`config.mk`:
```
export PLATFORM = sky130hd
export DESIGN_NAME = pwm_ramp_ctrl_flat
export DESIGN_NICKNAME = d
export VERILOG_FILES = /design/src/rtl/pwm_ramp_ctrl_if.sv /design/src/rtl/pwm_ramp_ctrl.sv /design/src/flat_wrapper.sv
export SDC_FILE = /design/constraint.sdc
export NUM_CORES = 1
export LEC_CHECK = 0
export ABC_AREA = 1
export BUFFER_PORTS_ARGS = -buffer_cell sky130_fd_sc_hd__buf_4
export CAP_MARGIN = 15
export CORE_ASPECT_RATIO = 1.4
export CORE_UTILIZATION = 50
export DETAILED_ROUTE_END_ITERATION = 16
export HOLD_SLACK_MARGIN = 0.15
export PLACE_DENSITY_LB_ADDON = 0.3
export SLEW_MARGIN = 20
export SYNTH_ARGS = -nofsm -noshare
export SYNTH_HDL_FRONTEND = slang
export SYNTH_SLANG_ARGS = --single-unit
export TNS_END_PERCENT = 1
```
`constraint.sdc`:
```
create_clock -name clk_i -period 6.3 [get_ports clk_i]
set_clock_uncertainty 0.1 [all_clocks]
set_input_delay 0.945 -clock clk_i [delete_from_list [all_inputs] [get_ports clk_i]]
set_output_delay 0.945 -clock clk_i [all_outputs]
set_load 0.01 [all_outputs]
```
`src/rtl/pwm_ramp_ctrl_if.sv`:
```
// Command/status bundle between the CSR block (master) and the ramp sequencer (slave).
interface pwm_ramp_ctrl_if #(
  parameter int W      = 16,
  parameter int HOLD_W = 16
);
  logic              start_i;
  logic              abort_i;
  logic [W-1:0]      period_i;
  logic [6:0]        duty_start_i;
  logic [6:0]        duty_end_i;
  logic [6:0]        duty_step_i;
  logic [HOLD_W-1:0] hold_i;
  logic [6:0]        duty_o;
  logic              busy_o;
  logic              done_o;
  logic              err_o;

  modport master (
    output start_i, abort_i, period_i, duty_start_i, duty_end_i, duty_step_i, hold_i,
    input  duty_o, busy_o, done_o, err_o
  );

  modport slave (
    input  start_i, abort_i, period_i, duty_start_i, duty_end_i, duty_step_i, hold_i,
    output duty_o, busy_o, done_o, err_o
  );
endinterface

```
`src/rtl/pwm_ramp_ctrl.sv`:
```
// Duty-cycle ramp sequencer driving a PWM counter's clr/ld/en strobes.
// Optional macro PWM_RAMP_SYNC_EN aligns each duty change to a rising edge of pwm_tc_i.
module pwm_ramp_ctrl #(
  parameter int W      = 16,
  parameter int HOLD_W = 16
) (
  input  logic           clk_i,
  input  logic           rst_ni,
  pwm_ramp_ctrl_if.slave bus,
  input  logic           pwm_tc_i,
  output logic           pwm_en_o,
  output logic           pwm_clr_o,
  output logic           pwm_ld_o,
  output logic [W-1:0]   pwm_ld_val_o,
  output logic [W-1:0]   pwm_thr_o
);

  typedef enum logic [2:0] {
    ST_IDLE   = 3'd0,
    ST_CLR    = 3'd1,
    ST_LOAD   = 3'd2,
    ST_SETTLE = 3'd3,
    ST_RUN    = 3'd4,
    ST_SYNC   = 3'd5,
    ST_STEADY = 3'd6,
    ST_ABORT  = 3'd7
  } state_e;

  localparam logic [6:0]        DUTY_MAX = 7'd100;
  localparam logic [W-1:0]      ONE_W    = W'(1);
  localparam logic [W-1:0]      TWO_W    = W'(2);
  localparam logic [HOLD_W-1:0] ONE_H    = HOLD_W'(1);

  state_e            state_r, state_n;
  logic [W-1:0]      period_r, period_n, tmr_r, tmr_n;
  logic [HOLD_W-1:0] hold_r, hold_n, hcnt_r, hcnt_n;
  logic [6:0]        duty_r, duty_n, end_r, end_n, step_r, step_n;
  logic [6:0]        duty_out_r, duty_out_n, nxt_duty_s;
  logic              err_n, adv_s, hold_exp_s;
  logic              busy_r, done_r, err_r;

  function automatic logic [6:0] clamp_duty(input logic [6:0] v);
    if (v > DUTY_MAX) begin
      clamp_duty = DUTY_MAX;
    end else begin
      clamp_duty = v;
    end
  endfunction

  // Rising ramps saturate at the end duty; falling ramps use 8 bits so d-s cannot wrap.
  function automatic logic [6:0] step_duty(input logic [6:0] d, input logic [6:0] e,
                                           input logic [6:0] s);
    logic [7:0] sum_v;
    logic [7:0] dif_v;
    sum_v = {1'b0, d} + {1'b0, s};
    dif_v = {1'b0, d} - {1'b0, s};
    if (s == 7'd0) begin
      step_duty = e;
    end else if (e > d) begin
      step_duty = (sum_v > {1'b0, e}) ? e : sum_v[6:0];
    end else begin
      step_duty = (dif_v[7] || (dif_v < {1'b0, e})) ? e : dif_v[6:0];
    end
  endfunction

  assign nxt_duty_s = step_duty(duty_r, end_r, step_r);
  assign hold_exp_s = (tmr_r == (period_r - ONE_W)) &&
                      (({1'b0, hcnt_r} + {{HOLD_W{1'b0}}, 1'b1}) == {1'b0, hold_r});

`ifdef PWM_RAMP_SYNC_EN
  localparam logic [W:0] ONE_W1 = {{W{1'b0}}, 1'b1};
  logic [W:0] wait_r, wait_n;
  logic       tc_q_r, tc_rise_s;

  assign tc_rise_s = pwm_tc_i & ~tc_q_r;

  // Edge detector and post-hold wait counter for period-aligned duty changes.
  always_ff @(posedge clk_i or negedge rst_ni) begin
    if (!rst_ni) begin
      tc_q_r <= 1'b0;
      wait_r <= {(W+1){1'b0}};
    end else begin
      tc_q_r <= pwm_tc_i;
      wait_r <= wait_n;
    end
  end
`else
  logic unused_tc_s;
  assign unused_tc_s = pwm_tc_i;
`endif

  // Next-state, capture and counter logic; abort has priority over start.
  always_comb begin
    state_n    = state_r;
    period_n   = period_r;
    duty_n     = duty_r;
    end_n      = end_r;
    step_n     = step_r;
    hold_n     = hold_r;
    tmr_n      = tmr_r;
    hcnt_n     = hcnt_r;
    duty_out_n = duty_out_r;
    err_n      = 1'b0;
    adv_s      = 1'b0;
`ifdef PWM_RAMP_SYNC_EN
    wait_n     = wait_r;
`endif
    if (bus.abort_i && (state_r != ST_IDLE)) begin
      state_n    = ST_ABORT;
      duty_out_n = 7'd0;
      tmr_n      = {W{1'b0}};
      hcnt_n     = {HOLD_W{1'b0}};
    end else if (bus.start_i && ((state_r == ST_IDLE) || (state_r == ST_STEADY))) begin
      if (bus.period_i < TWO_W) begin
        err_n = 1'b1;
      end else begin
        state_n  = ST_CLR;
        period_n = bus.period_i;
        duty_n   = clamp_duty(bus.duty_start_i);
        end_n    = clamp_duty(bus.duty_end_i);
        step_n   = bus.duty_step_i;
        hold_n   = (bus.hold_i == {HOLD_W{1'b0}}) ? ONE_H : bus.hold_i;
        tmr_n    = {W{1'b0}};
        hcnt_n   = {HOLD_W{1'b0}};
      end
    end else begin
      case (state_r)
        ST_IDLE:   state_n = ST_IDLE;
        ST_CLR: begin
          state_n    = ST_LOAD;
          duty_out_n = duty_r;
        end
        ST_LOAD:   state_n = ST_SETTLE;
        ST_SETTLE: state_n = ST_RUN;
        ST_RUN: begin
          if (hold_exp_s) begin
`ifdef PWM_RAMP_SYNC_EN
            state_n = ST_SYNC;
            wait_n  = {(W+1){1'b0}};
`else
            adv_s   = 1'b1;
`endif
          end else if (tmr_r == (period_r - ONE_W)) begin
            tmr_n  = {W{1'b0}};
            hcnt_n = hcnt_r + ONE_H;
          end else begin
            tmr_n  = tmr_r + ONE_W;
          end
        end
        ST_SYNC: begin
`ifdef PWM_RAMP_SYNC_EN
          // Flat outputs (duty 0 or 100) never toggle, so give up after two periods.
          if (tc_rise_s || (wait_r == (({1'b0, period_r} << 1) - ONE_W1))) begin
            adv_s = 1'b1;
          end else begin
            wait_n = wait_r + ONE_W1;
          end
`else
          state_n = ST_IDLE;
`endif
        end
        ST_STEADY: state_n = ST_STEADY;
        ST_ABORT:  state_n = ST_IDLE;
        default:   state_n = ST_IDLE;
      endcase
      if (adv_s) begin
        tmr_n  = {W{1'b0}};
        hcnt_n = {HOLD_W{1'b0}};
        if (duty_r == end_r) begin
          state_n = ST_STEADY;
        end else begin
          state_n    = ST_LOAD;
          duty_n     = nxt_duty_s;
          duty_out_n = nxt_duty_s;
        end
      end else begin
        state_n = state_n;
      end
    end
  end

  // State, captured configuration and registered strobes decoded from the next state.
  always_ff @(posedge clk_i or negedge rst_ni) begin
    if (!rst_ni) begin
      state_r      <= ST_IDLE;
      period_r     <= {W{1'b0}};
      duty_r       <= 7'd0;
      end_r        <= 7'd0;
      step_r       <= 7'd0;
      hold_r       <= {HOLD_W{1'b0}};
      tmr_r        <= {W{1'b0}};
      hcnt_r       <= {HOLD_W{1'b0}};
      duty_out_r   <= 7'd0;
      pwm_en_o     <= 1'b0;
      pwm_clr_o    <= 1'b0;
      pwm_ld_o     <= 1'b0;
      pwm_ld_val_o <= {W{1'b0}};
      busy_r       <= 1'b0;
      done_r       <= 1'b0;
      err_r        <= 1'b0;
    end else begin
      state_r      <= state_n;
      period_r     <= period_n;
      duty_r       <= duty_n;
      end_r        <= end_n;
      step_r       <= step_n;
      hold_r       <= hold_n;
      tmr_r        <= tmr_n;
      hcnt_r       <= hcnt_n;
      duty_out_r   <= duty_out_n;
      pwm_en_o     <= (state_n == ST_RUN) || (state_n == ST_SYNC) || (state_n == ST_STEADY);
      pwm_clr_o    <= (state_n == ST_CLR) || (state_n == ST_ABORT);
      pwm_ld_o     <= (state_n == ST_LOAD);
      pwm_ld_val_o <= (state_n == ST_LOAD) ? {{(W-7){1'b0}}, duty_out_n} : pwm_ld_val_o;
      busy_r       <= (state_n == ST_CLR) || (state_n == ST_LOAD) || (state_n == ST_SETTLE) ||
                      (state_n == ST_RUN) || (state_n == ST_SYNC);
      done_r       <= (state_n == ST_STEADY) && (state_r != ST_STEADY);
      err_r        <= err_n;
    end
  end

  assign pwm_thr_o   = period_r;
  assign bus.duty_o  = duty_out_r;
  assign bus.busy_o  = busy_r;
  assign bus.done_o  = done_r;
  assign bus.err_o   = err_r;

endmodule

```
`src/flat_wrapper.sv`:
```
// flat-port wrapper written by rule: the top's interface ports become plain ports
module pwm_ramp_ctrl_flat 
#(
  parameter int W      = 16,
  parameter int HOLD_W = 16
)
  (clk_i, rst_ni, pwm_tc_i, pwm_en_o, pwm_clr_o, pwm_ld_o, pwm_ld_val_o, pwm_thr_o, bus_start_i, bus_abort_i, bus_period_i, bus_duty_start_i, bus_duty_end_i, bus_duty_step_i, bus_hold_i, bus_duty_o, bus_busy_o, bus_done_o, bus_err_o);
  pwm_ramp_ctrl_if #(.W(W), .HOLD_W(HOLD_W)) bus_i ();
  input  logic clk_i;
  input  logic rst_ni;
  input  logic pwm_tc_i;
  output logic pwm_en_o;
  output logic pwm_clr_o;
  output logic pwm_ld_o;
  output logic [W-1:0] pwm_ld_val_o;
  output logic [W-1:0] pwm_thr_o;
  input wire logic [$bits(bus_i.start_i)-1:0] bus_start_i;
  input wire logic [$bits(bus_i.abort_i)-1:0] bus_abort_i;
  input wire logic [$bits(bus_i.period_i)-1:0] bus_period_i;
  input wire logic [$bits(bus_i.duty_start_i)-1:0] bus_duty_start_i;
  input wire logic [$bits(bus_i.duty_end_i)-1:0] bus_duty_end_i;
  input wire logic [$bits(bus_i.duty_step_i)-1:0] bus_duty_step_i;
  input wire logic [$bits(bus_i.hold_i)-1:0] bus_hold_i;
  output wire logic [$bits(bus_i.duty_o)-1:0] bus_duty_o;
  output wire logic [$bits(bus_i.busy_o)-1:0] bus_busy_o;
  output wire logic [$bits(bus_i.done_o)-1:0] bus_done_o;
  output wire logic [$bits(bus_i.err_o)-1:0] bus_err_o;
  assign bus_i.start_i = bus_start_i;
  assign bus_i.abort_i = bus_abort_i;
  assign bus_i.period_i = bus_period_i;
  assign bus_i.duty_start_i = bus_duty_start_i;
  assign bus_i.duty_end_i = bus_duty_end_i;
  assign bus_i.duty_step_i = bus_duty_step_i;
  assign bus_i.hold_i = bus_hold_i;
  assign bus_duty_o = bus_i.duty_o;
  assign bus_busy_o = bus_i.busy_o;
  assign bus_done_o = bus_i.done_o;
  assign bus_err_o = bus_i.err_o;
  pwm_ramp_ctrl #(.W(W), .HOLD_W(HOLD_W)) u_core (.clk_i(clk_i), .rst_ni(rst_ni), .bus(bus_i), .pwm_tc_i(pwm_tc_i), .pwm_en_o(pwm_en_o), .pwm_clr_o(pwm_clr_o), .pwm_ld_o(pwm_ld_o), .pwm_ld_val_o(pwm_ld_val_o), .pwm_thr_o(pwm_thr_o));
endmodule
```
## Word level (Yosys, flattened, before mapping)

Cells that the tools add are included.

- Register bits: 108
- Memories kept: 0
- Bits in read-only memories: 0
- Bits of input ports: 58
- Output and inout bits: 45
- Bits in latches: 0
- Logic and storage cells: 119
- Memory bits (writable): 0

- Shift operators: 0
- Order comparisons: 6
- Equal/unequal tests: 22
- Mux-type cells: 42
- $add $sub $neg: 6
- Div/mod/pow operators: 0
- Reduce and logical (&&, ||, !) cells: 25
- Bitwise gates (word level): 2
- Multipliers: 0

Operator list:

| cell | count |
|---|---|
| 16-bit two-way mux | 14 |
| 7-bit two-way mux | 15 |
| 16-bit by 1-bit adder with 16-bit output, second input constant | 2 |
| 3-bit equality test, second input constant | 8 |
| 16-bit by 1-bit adder with 17-bit output, second input constant | 1 |
| 17-bit by 16-bit equality test with 1-bit output | 1 |
| 16-bit equality test | 1 |
| 16-bit logical NOT | 1 |
| 16-bit by 2-bit < comparator with 1-bit output, second input constant | 1 |
| 16-bit by 1-bit subtractor with 16-bit output, second input constant | 1 |
| 3-bit two-way mux | 5 |
| 3-bit one-hot mux with 5 select lines | 1 |
| 7-bit greater-than comparator, second input constant | 2 |
| 3-bit by 2-bit equality test with 1-bit output, second input constant | 4 |
| 1-bit logical OR | 9 |
| 7-bit by 7-bit adder with 8-bit output | 1 |
| 8-bit by 7-bit greater-than comparator with 1-bit output | 1 |
| 8-bit by 7-bit < comparator with 1-bit output | 1 |
| 4-bit AND reduction | 2 |
| 4-bit nonzero test | 2 |
| 7-bit by 7-bit subtractor with 8-bit output | 1 |
| 7-bit equality test | 1 |
| 7-bit greater-than comparator | 1 |
| 7-bit logical NOT | 1 |
| 14 further kinds | 26 |

## Logic depth before layout (Yosys ltp)

Gate-level depths: netlist of run 1.

- Word-level depth: 15
- Depth in mapped cells: 28
- Gate-level depth less buffers: 27

## Worst setup path before layout of run 1

No wires, ideal clock.

- Kind: register to register
- Start point: reg u_core.step_r[3]
- End point: reg u_core.pwm_ld_val_o[0]
- Setup time: 117 ps
- Period minus slack after synthesis: 3164 ps
- Setup slack: 3136 ps
- Data arrival time: 2947 ps
- Data required time: 6083 ps
- Cell stages (with the launch flop): 29
- Path buffers: 1
- Cell sequence: dfrtp_1 > inv_1 > ha_1 > clkbuf_1 > inv_1 > nand2_1 > nand2_1 > a31oi_1 > xor2_1 > inv_1 > ha_1 > nand2_1 > inv_1 > nand2_1 > nand2_1 > nand2_1 > nand2_1 > nand2_1 > nand2_1 > nand2_1 > nand3_1 > nand3_1 > nand3_1 > nand2_1 > nand2_1 > nand2_1 > nor2_1 > nand2_1 > nand2_1

- Word-level cells in the longest chain between the ends: 10
- Elaborated cells on any way between the ends: 14
- Those cells by class: add/sub: 2; order compare: 2; mux: 8; reduce/logical: 2

RTL lines:

| item | line | source |
|---|---|---|
| start, declared | pwm_ramp_ctrl.sv:37 | `logic [6:0] duty_r, duty_n, end_r, end_n, step_r, step_n;` |
| start signal, assigned | pwm_ramp_ctrl.sv:206 | `step_r <= step_n;` |
| 7-bit by 7-bit subtractor with 8-bit output | pwm_ramp_ctrl.sv:56 | `dif_v = {1'b0, d} - {1'b0, s};` |
| 8-bit by 7-bit < comparator with 1-bit output | pwm_ramp_ctrl.sv:62 | `step_duty = (dif_v[7] \|\| (dif_v < {1'b0, e})) ? e : dif_v[6:0];` |
| 1-bit logical OR | pwm_ramp_ctrl.sv:62 |  |
| 7-bit two-way mux | pwm_ramp_ctrl.sv:62 |  |
| 7-bit two-way mux | pwm_ramp_ctrl.sv:59 | `end else if (e > d) begin` |
| 7-bit two-way mux (*) | pwm_ramp_ctrl.sv:57 | `if (s == 7'd0) begin` |
| 7-bit two-way mux (*) | pwm_ramp_ctrl.sv:169 | `if (duty_r == end_r) begin` |
| 7-bit two-way mux (*) | pwm_ramp_ctrl.sv:166 | `if (adv_s) begin` |
| 7-bit two-way mux (*) | pwm_ramp_ctrl.sv:113 | `end else if (bus.start_i && ((state_r == ST_IDLE) \|\| (state_r == ST_STEADY))) begin` |
| 7-bit two-way mux (*) | pwm_ramp_ctrl.sv:108 | `if (bus.abort_i && (state_r != ST_IDLE)) begin` |
| net u_core.duty_out_n[0] | pwm_ramp_ctrl.sv:38 | `logic [6:0] duty_out_r, duty_out_n, nxt_duty_s;` |
| end signal, assigned | pwm_ramp_ctrl.sv:197 | `pwm_ld_val_o <= {W{1'b0}};` |
| end signal, assigned | pwm_ramp_ctrl.sv:214 | `pwm_ld_val_o <= (state_n == ST_LOAD) ? {{(W-7){1'b0}}, duty_out_n} : pwm_ld_val_o;` |
| end, declared | pwm_ramp_ctrl.sv:14 | `output logic [W-1:0] pwm_ld_val_o,` |

Mark *: on every way through the listed nets, which the timed path passes. The rest lies on a longest branch.
A chain may end at the register's enable or synchronous reset.

## Worst setup path after layout of run 1

- Start point: reg u_core.step_r[2]
- End point: reg u_core.pwm_ld_val_o[2]

Same word-level chain as after synthesis.

==> metrics, run 1 <==
outcome=completed; Sink Count=108; CTS tree=built; WL final=20.1 mm; Hold-fix buffers, CTS=0; all-layer global routing usage=0.258; via count=7,437; routed vias/inst=5.29; number of global-route vias before repair=7,132; Final Hold Fails=0; Setup Buffers After CTS=0; element type at the critical path start=register; root buf cell=clkbuf_16; Mapped Area=between 7000 and 8000 sq um; P&R area growth vs syn=14.7%; chip width=108 microns; Filler cells=around 1,500; count of input and output buffers=roughly 90; Setup Crit Path Kind=register to register; top-count cell post-synth=nand2_1; largest net degree at the start of global routing=65; Synth top area share=0.341; # H-tree levels=3; VDD IR max=~0.4 mV; initial antenna violation count=0; Core ar.=15,500 sq um; Final TNS setup=0 ns; Num CTS Buffers=9; Die H=151 microns; Syn Area/Cell=7.03 sq um; worst slack, placed=~2.2 ns; multi-input logic area=4530 sq um; total die area=16,400 sq um; HPWL Detailed=15.6 mm; maxcap violations=0; CTS-repair resized insts=0; Reg clk slew, reported paths=0.07 ns; GPL Wtd Cong=around 0.93; Final min period=3.86 ns; Seq cells post-synth=~110; synthesized instance count=1,127; drt first-iter violations=362; Synth top cells by count=nand2_1 (324), inv_1 (140), nand3_1 (111), dfrtp_1 (108), nor2_1 (97); share of the clock period used by the worst path=0.613; worst setup margin=2.44 ns; CP required=6.45 ns; initial core utilization=0.510; yosys warns=0; antenna viol nets, final=0; Synth area leader=dfrtp_1; first-pass GRT wire length=32.9 mm; final net count=1,305; DR WL/cell=about 14 microns; n_diodes=0; Final Slew Violations=0; DP Area=8750 sq um; Reg area=2700 sq um; setup violators final=0; Min-Delay Path Class=register to register; slew margin rel.=0.398; Distinct cells, synth=54; ratio of cells with drive above 1 in the final layout=0.149; clock insertion delay at the later pin of the skew report=0.36 ns; sequential fraction of the synthesis area=0.341; worst slew pin tran=0.902 ns; largest cells by area after synthesis=dfrtp_1 (34%), nand2_1 (15%), nand3_1 (7.0%); Crit. End Element=register; Leak=4.60 nW; Remaining Overflow, GRT=0; Top FF cell, synth=dfrtp_1; number of synthesized flops with an enable pin=0; # DRC=0; fmax=259 MHz; crit-path max FO=8; Cell Rows=54; num ports=103; design area=9090 sq um; fraction of registers with async set or reset after synthesis=1.00; RSZ-0062 raised after global routing=false; Data arrival, critical path=about 4 ns; Power per Cell Area=536 nW/um^2; Clock Path Buffers=2; 1st-pass router iterations=4
==> flip-flops by register name, indices dropped and copies added, names as in the netlist <==
register             count
u_core.pwm_ld_o          1
u_core.step_r            7
u_core.duty_r            7
u_core.state_r           3
u_core.pwm_ld_val_o      7
u_core.pwm_thr_o        16
u_core.pwm_en_o          1
u_core.pwm_clr_o         1
u_core.bus.err_o         1
u_core.hold_r           16
u_core.hcnt_r           16
u_core.bus.done_o        1
u_core.bus.duty_o        7
u_core.tmr_r            16
u_core.bus.busy_o        1
u_core.end_r             7
==> path summary, 6_finish.rpt <==
path / startpoint / to / slack [ns] / depth (start not counted)
min reg2reg: u_core.pwm_ld_val_o[0]$_DFFE_PN0P_ / u_core.pwm_ld_val_o[0]$_DFFE_PN0P_ / 0.39 / 2
min: u_core.pwm_ld_val_o[0]$_DFFE_PN0P_ / u_core.pwm_ld_val_o[0]$_DFFE_PN0P_ / 0.39 / 2
max reg2reg: u_core.step_r[2]$_DFFE_PN0P_ / u_core.pwm_ld_val_o[2]$_DFFE_PN0P_ / 2.44 / 27
max in group asynchronous: rst_ni / u_core.bus.duty_o[2]$_DFF_PN0_ / 4.37 / 2
max: u_core.step_r[2]$_DFFE_PN0P_ / u_core.pwm_ld_val_o[2]$_DFFE_PN0P_ / 2.44 / 27
min in group asynchronous: rst_ni / u_core.hold_r[5]$_DFFE_PN0P_ / 0.48 / 1
==> layout by cell type, fill, tap and decap left out, types with 27 or more instances in the layout <==
cell type	n
nand2_1	324
inv_1	140
nand3_1	111
dfrtp_1	108
nor2_1	96
buf_4	93
o21ai_0	60
ha_1	37
a21oi_1	35
xor2_1	27
==> power breakdown <==
part | total (mW) | switching [mW] | internal [mW]
Combinational | 3.05 | 1.94 | 1.11
Clock | 0.663 | 0.267 | 0.396
Sequential | 1.16 | 0.244 | 0.916
Total | 4.87 | 2.45 | 2.42
==> layout make-up <==
class	instances	area share
timing repair buffer	94	0.0790
sequential	108	0.297
clock buffer	10	0.0263
clock inverter	4	0.0109
tap	196	0.0270
multi-input combinational	846	0.498
inverter	149	0.0615
==> worst max-delay path: stages, from the launching register on <==
cell	delay, ns
dfrtp_1	0.37
inv_1	0.07
ha_1	0.50
inv_1	0.13
a21oi_1	0.14
nand2_1	0.12
xor2_1	0.28
ha_1	0.31
nand2_1	0.09
inv_1	0.05
nand2_1	0.06
nand2_1	0.05
nand2_1	0.05
nand2_1	0.04
nand2_1	0.05
nand2_1	0.04
nand2_1	0.22
nand2_1	0.23
nand2_1	0.12
nand3_1	0.07
nand3_1	0.16
nand3_1	0.10
nand2_1	0.07
nand2_1	0.05
nand2_1	0.07
nor2_1	0.05
nand2_1	0.10
nand2_1	0.05
==> routing by layer <==
layer	vias to the layer above	part of all wire	GRT usage
met5	-	0	0
met4	0	0.027	0.0959
met3	40	0.036	0.0344
met2	175	0.54	0.492
met1	3430	0.39	0.288
li1	3792	-	-
==> kinds of logic after synthesis <==
logic type	Yosys count	synth area share
AND/OR/NAND/NOR	629	0.364
XOR/XNOR	29	0.0338
adder cells (fa/ha/maj)	39	0.0635
other	1	0.000473
flip-flops	108	0.341
multiplexers	5	0.00711
AO/OA/AOI/OAI	135	0.0979
buffers and inverters	181	0.0922
==> per-stage QoR <==
step           utilization  hold slack [ns]  std cells  power (mW)
2_1_floorplan            -            0.387       1135        3.35
3_3_place_gp         0.563            0.369       1393        4.12
3_5_place_dp         0.563            0.383       1393        4.19
4_1_cts              0.585            0.402       1407        4.87
5_1_grt              0.585            0.414       1407        5.37
6_report             0.585            0.393       1407        4.87
(Power assumes the default switching activity.)
==> run 2, diff against run 1 <==
--- a/config.mk
+++ b/config.mk
@@ -5,7 +5,7 @@
 export SDC_FILE = /design/constraint.sdc
 export NUM_CORES = 1
 export LEC_CHECK = 0
-export ABC_AREA = 1
+export ABC_AREA = 0
 export BUFFER_PORTS_ARGS = -buffer_cell sky130_fd_sc_hd__buf_4
 export CAP_MARGIN = 15
 export CORE_ASPECT_RATIO = 1.4
==> constraint.sdc (replaced) <==
create_clock -name clk_i -period 3.9 [get_ports clk_i]
set_clock_uncertainty 0.1 [all_clocks]
set_input_delay 0.585 -clock clk_i [delete_from_list [all_inputs] [get_ports clk_i]]
set_output_delay 0.585 -clock clk_i [all_outputs]
set_load 0.01 [all_outputs]
==> run 2 against run 1 <==
  * The flow now finishes with violations (setup timing)
  * Combinational power rose by 50%
  * Fmax fell by 3.6%
  * Synthesized cell count shrank 33%
  * Flip-flop and latch count stayed put
  * Final area down 5.9%
  * Power up 54%
  * Wire length decreased by 11%
  * Non-clock buffer count up 41
  * Setup slack worse by 2.5 ns
  * Global-route usage rose by 0.061 points
  * Largest cell class unchanged
  * Largest power group unchanged
==> metrics, run 2 <==
failing checks=setup timing; num ports=103 (unchanged); Die H=142 microns (-6.2%); element type at the critical path start=register; root buf cell=clkbuf_16; Power per Cell Area=879 nW/um^2 (+64%); Clock power frac=0.142 (+0.006); Min-Delay Path Class=input pin to asynchronous set/reset pin; DP Area=8040 sq um (-8.1%); Num CTS Buffers=9 (unchanged); Syn Area/Cell=9.24 sq um (+31%); top-count cell post-synth=dfrtp_1; Remaining Overflow, GRT=0 (unchanged); # DRC=0 (unchanged); initial core utilization=0.517 (+0.00758); yosys warns=0 (unchanged); Mapped Area=6960 sq um (-12%); antenna viol nets, final=0 (unchanged); Crit. End Element=register; P&R area growth vs syn=22.9%; RSZ-0062 raised after global routing=true; Leak=3.89 nW (-15%); final net count=964 (-26%); Synth area leader=dfrtp_1; Synth top cells by count=dfrtp_1 (108), nand2_1 (69), nor2_1 (61), xnor2_1 (45), inv_1 (44); all-layer global routing usage=0.259 (+0.000610); fraction of registers with async set or reset after synthesis=1.00 (unchanged); worst slew pin tran=0.740 ns (-0.161 ns); GPL Wtd Cong=0.935 (+0.16%); most frequent cells in the layout=buf_4 (131), dfrtp_1 (108), nand2_1 (69); CP required=4.08 ns (-2.37 ns); Cell Rows=50 (-7.4%); setup violators final=17 (+17); WL final=17.8 mm (-11%); Sw Share=0.427 (-0.0755); Data arrival, critical path=4.19 ns (+0.17 ns); HPWL Detailed=13.5 mm (-14%); # H-tree levels=3 (unchanged); cell internal pwr=4.31 mW (+78%); 1st-pass router iterations=5 (+1); chip width=102 microns (-6.2%); initial antenna violation count=0 (unchanged); n_diodes=0 (unchanged); outcome=finished, violations left; combinational share of power=0.610 (-0.016); Setup Crit Path Kind=register to register; DR WL/cell=16.9 microns (+19%); Final min period=4.01 ns (+0.144 ns); worst setup margin=-0.109 ns (-2.54 ns); crit-path max FO=4 (-4); Hold-fix buffers, CTS=0 (unchanged); CTS tree=built; Core ar.=13,500 sq um (-13%); Distinct cells, synth=69 (+28%); total die area=14,400 sq um (-12%); count of input and output buffers=92 (unchanged); Net Sw Power=3.21 mW (+31%); Final Hold Fails=0 (unchanged); via count=6,095 (-18%); number of synthesized flops with an enable pin=0 (unchanged); sequential fraction of design power=0.248 (+0.010); design area=8550 sq um (-5.9%); fmax=249 MHz (-3.6%); sequential fraction of the synthesis area=0.388 (+0.0472); share of the clock period used by the worst path=1.03 (+0.415); slew margin rel.=0.507 (+0.109); maxcap violations=0 (unchanged); largest cells by area after synthesis=dfrtp_1 (39%), ha_1 (6.7%), xnor2_1 (5.7%); Top FF cell, synth=dfrtp_1; Synth top area share=0.388 (+0.0472); drt first-iter violations=328 (-9.4%); most common cell after layout, fill and taps aside=buf_4; VDD IR max=0.479 mV (+18%); Sink Count=108 (unchanged); total design power=7.52 mW (+54%); Seq cells post-synth=108 (unchanged); largest net degree at the start of global routing=83 (+28%); ratio of cells with drive above 1 in the final layout=0.261 (+0.113); first-pass GRT wire length=28.9 mm (-12%); number of global-route vias before repair=6,155 (-14%); routed vias/inst=5.78 (+9.4%); synthesized instance count=753 (-33%); clock insertion delay at the later pin of the skew report=0.36 ns (about the same); Reg clk slew, reported paths=0.08 ns (about the same); Final Slew Violations=0 (unchanged); Clock Path Buffers=2 (unchanged)
[run 2: cell count changes after synthesis, sizes merged, moves of 27 or more]
| cell | delta |
|---|---|
| inv | -104 |
| nand2 | -266 |
| xnor2 | +44 |
| o21ai | -27 |
| nand3 | -95 |
| mux2 | +27 |
| nor2 | -57 |
[run 2: cell families after synthesis]
family / count (synthesis) / share of synthesized area
AND/OR/NAND/NOR: 257 / 0.195
adder cells (fa/ha/maj): 39 / 0.0723
AO/OA/AOI/OAI: 151 / 0.138
XOR/XNOR: 71 / 0.0893
multiplexers: 41 / 0.0647
flip-flops: 108 / 0.388
other: 1 / 0.000539
buffers and inverters: 85 / 0.0523
[run 2: cell type report]
type | instances | area [sq um]
Clock buffer | 9 | 225
Clock inverter | 7 | 121
Fill cell | 1095 | 4900
Inverter | 45 | 171
Multi-Input combinational cell | 568 | 4060
Sequential cell | 108 | 2700
Tap cell | 182 | 228
Timing Repair Buffer | 135 | 1050
[run 2: worst paths after layout]
check | startpoint | slack [ns] | to | cells past startpoint
min in group clk_i | bus_duty_step_i[2] | 0.33 | u_core.step_r[2]$_DFFE_PN0P_ | 3
worst min register to register | u_core.pwm_ld_val_o[5]$_DFFE_PN0P_ | 0.42 | u_core.pwm_ld_val_o[5]$_DFFE_PN0P_ | 2
max in group asynchronous | rst_ni | 2.81 | u_core.hcnt_r[6]$_DFFE_PN0P_ | 2
worst min-delay path | rst_ni | 0.17 | u_core.bus.duty_o[4]$_DFF_PN0_ | 1
worst max-delay path | u_core.step_r[0]$_DFFE_PN0P_ | -0.11 | u_core.pwm_ld_val_o[1]$_DFFE_PN0P_ | 18
worst max register to register | u_core.step_r[0]$_DFFE_PN0P_ | -0.11 | u_core.pwm_ld_val_o[1]$_DFFE_PN0P_ | 18
[run 2: timing repair]
action,CTS,global route
endpoints found under the hold margin,0,0
resized for setup,4,34
setup buffers,0,4
gates cloned,0,0
setup endpoints to repair,19,65
pin swaps,0,18
[run 2: critical path, cell delays in order, from the launching register on]
cell and delay, ns:
dfrtp_1 0.42, ha_2 0.21, inv_2 0.04, fa_2 0.37, o21bai_1 0.22, a21oi_2 0.10, o21bai_1 0.19, a21oi_2 0.09
xnor2_2 0.15, ha_2 0.34, nand3_1 0.07, o22a_1 0.17, o32ai_2 0.12, and3_1 0.21, o31a_1 0.26, nor2_4 0.08
a221o_1 0.38, mux2_4 0.28, a31oi_1 0.13
[run 2: power by group through the flow]
stage                     Sequential (mW)  Clock (mW)  Combinational (mW)
after floorplan                      1.83           0                2.68
after global placement               1.87           0                4.02
after detailed placement             1.88           0                4.15
after CTS                            1.86        1.08                4.22
after global routing                 1.92        1.12                5.00
final                                1.86        1.07                4.59
[run 2: layer usage]
| layer | track usage | part of all wire | wire length [microns] | vias to the layer above |
|---|---|---|---|---|
| met1 | 0.294 | 0.39 | 6940 | 2943 |
| met5 | 0 | 0 | 0 | - |
| met4 | 0.141 | 0.043 | 767 | 0 |
| met3 | 0.0414 | 0.044 | 781 | 51 |
| met2 | 0.457 | 0.52 | 9320 | 224 |
| li1 | - | - | - | 2877 |
[run 2: per-stage QoR]
| step | setup slack [ns] | std cells | hold WS [ns] | TNS (ns) | util |
|---|---|---|---|---|---|
| global route | -0.265 | 1054 | 0.234 | -4.51 | 0.636 |
| detailed placement | -0.0828 | 1034 | 0.414 | -0.293 | 0.598 |
| finish | -0.109 | 1054 | 0.167 | -0.789 | 0.636 |
| global placement | -0.0237 | 1034 | 0.410 | -0.0287 | 0.598 |
| CTS | -0.0527 | 1050 | 0.323 | -0.0851 | 0.624 |
| floorplan | 0.0984 | 761 | 0.189 | 0 | - |
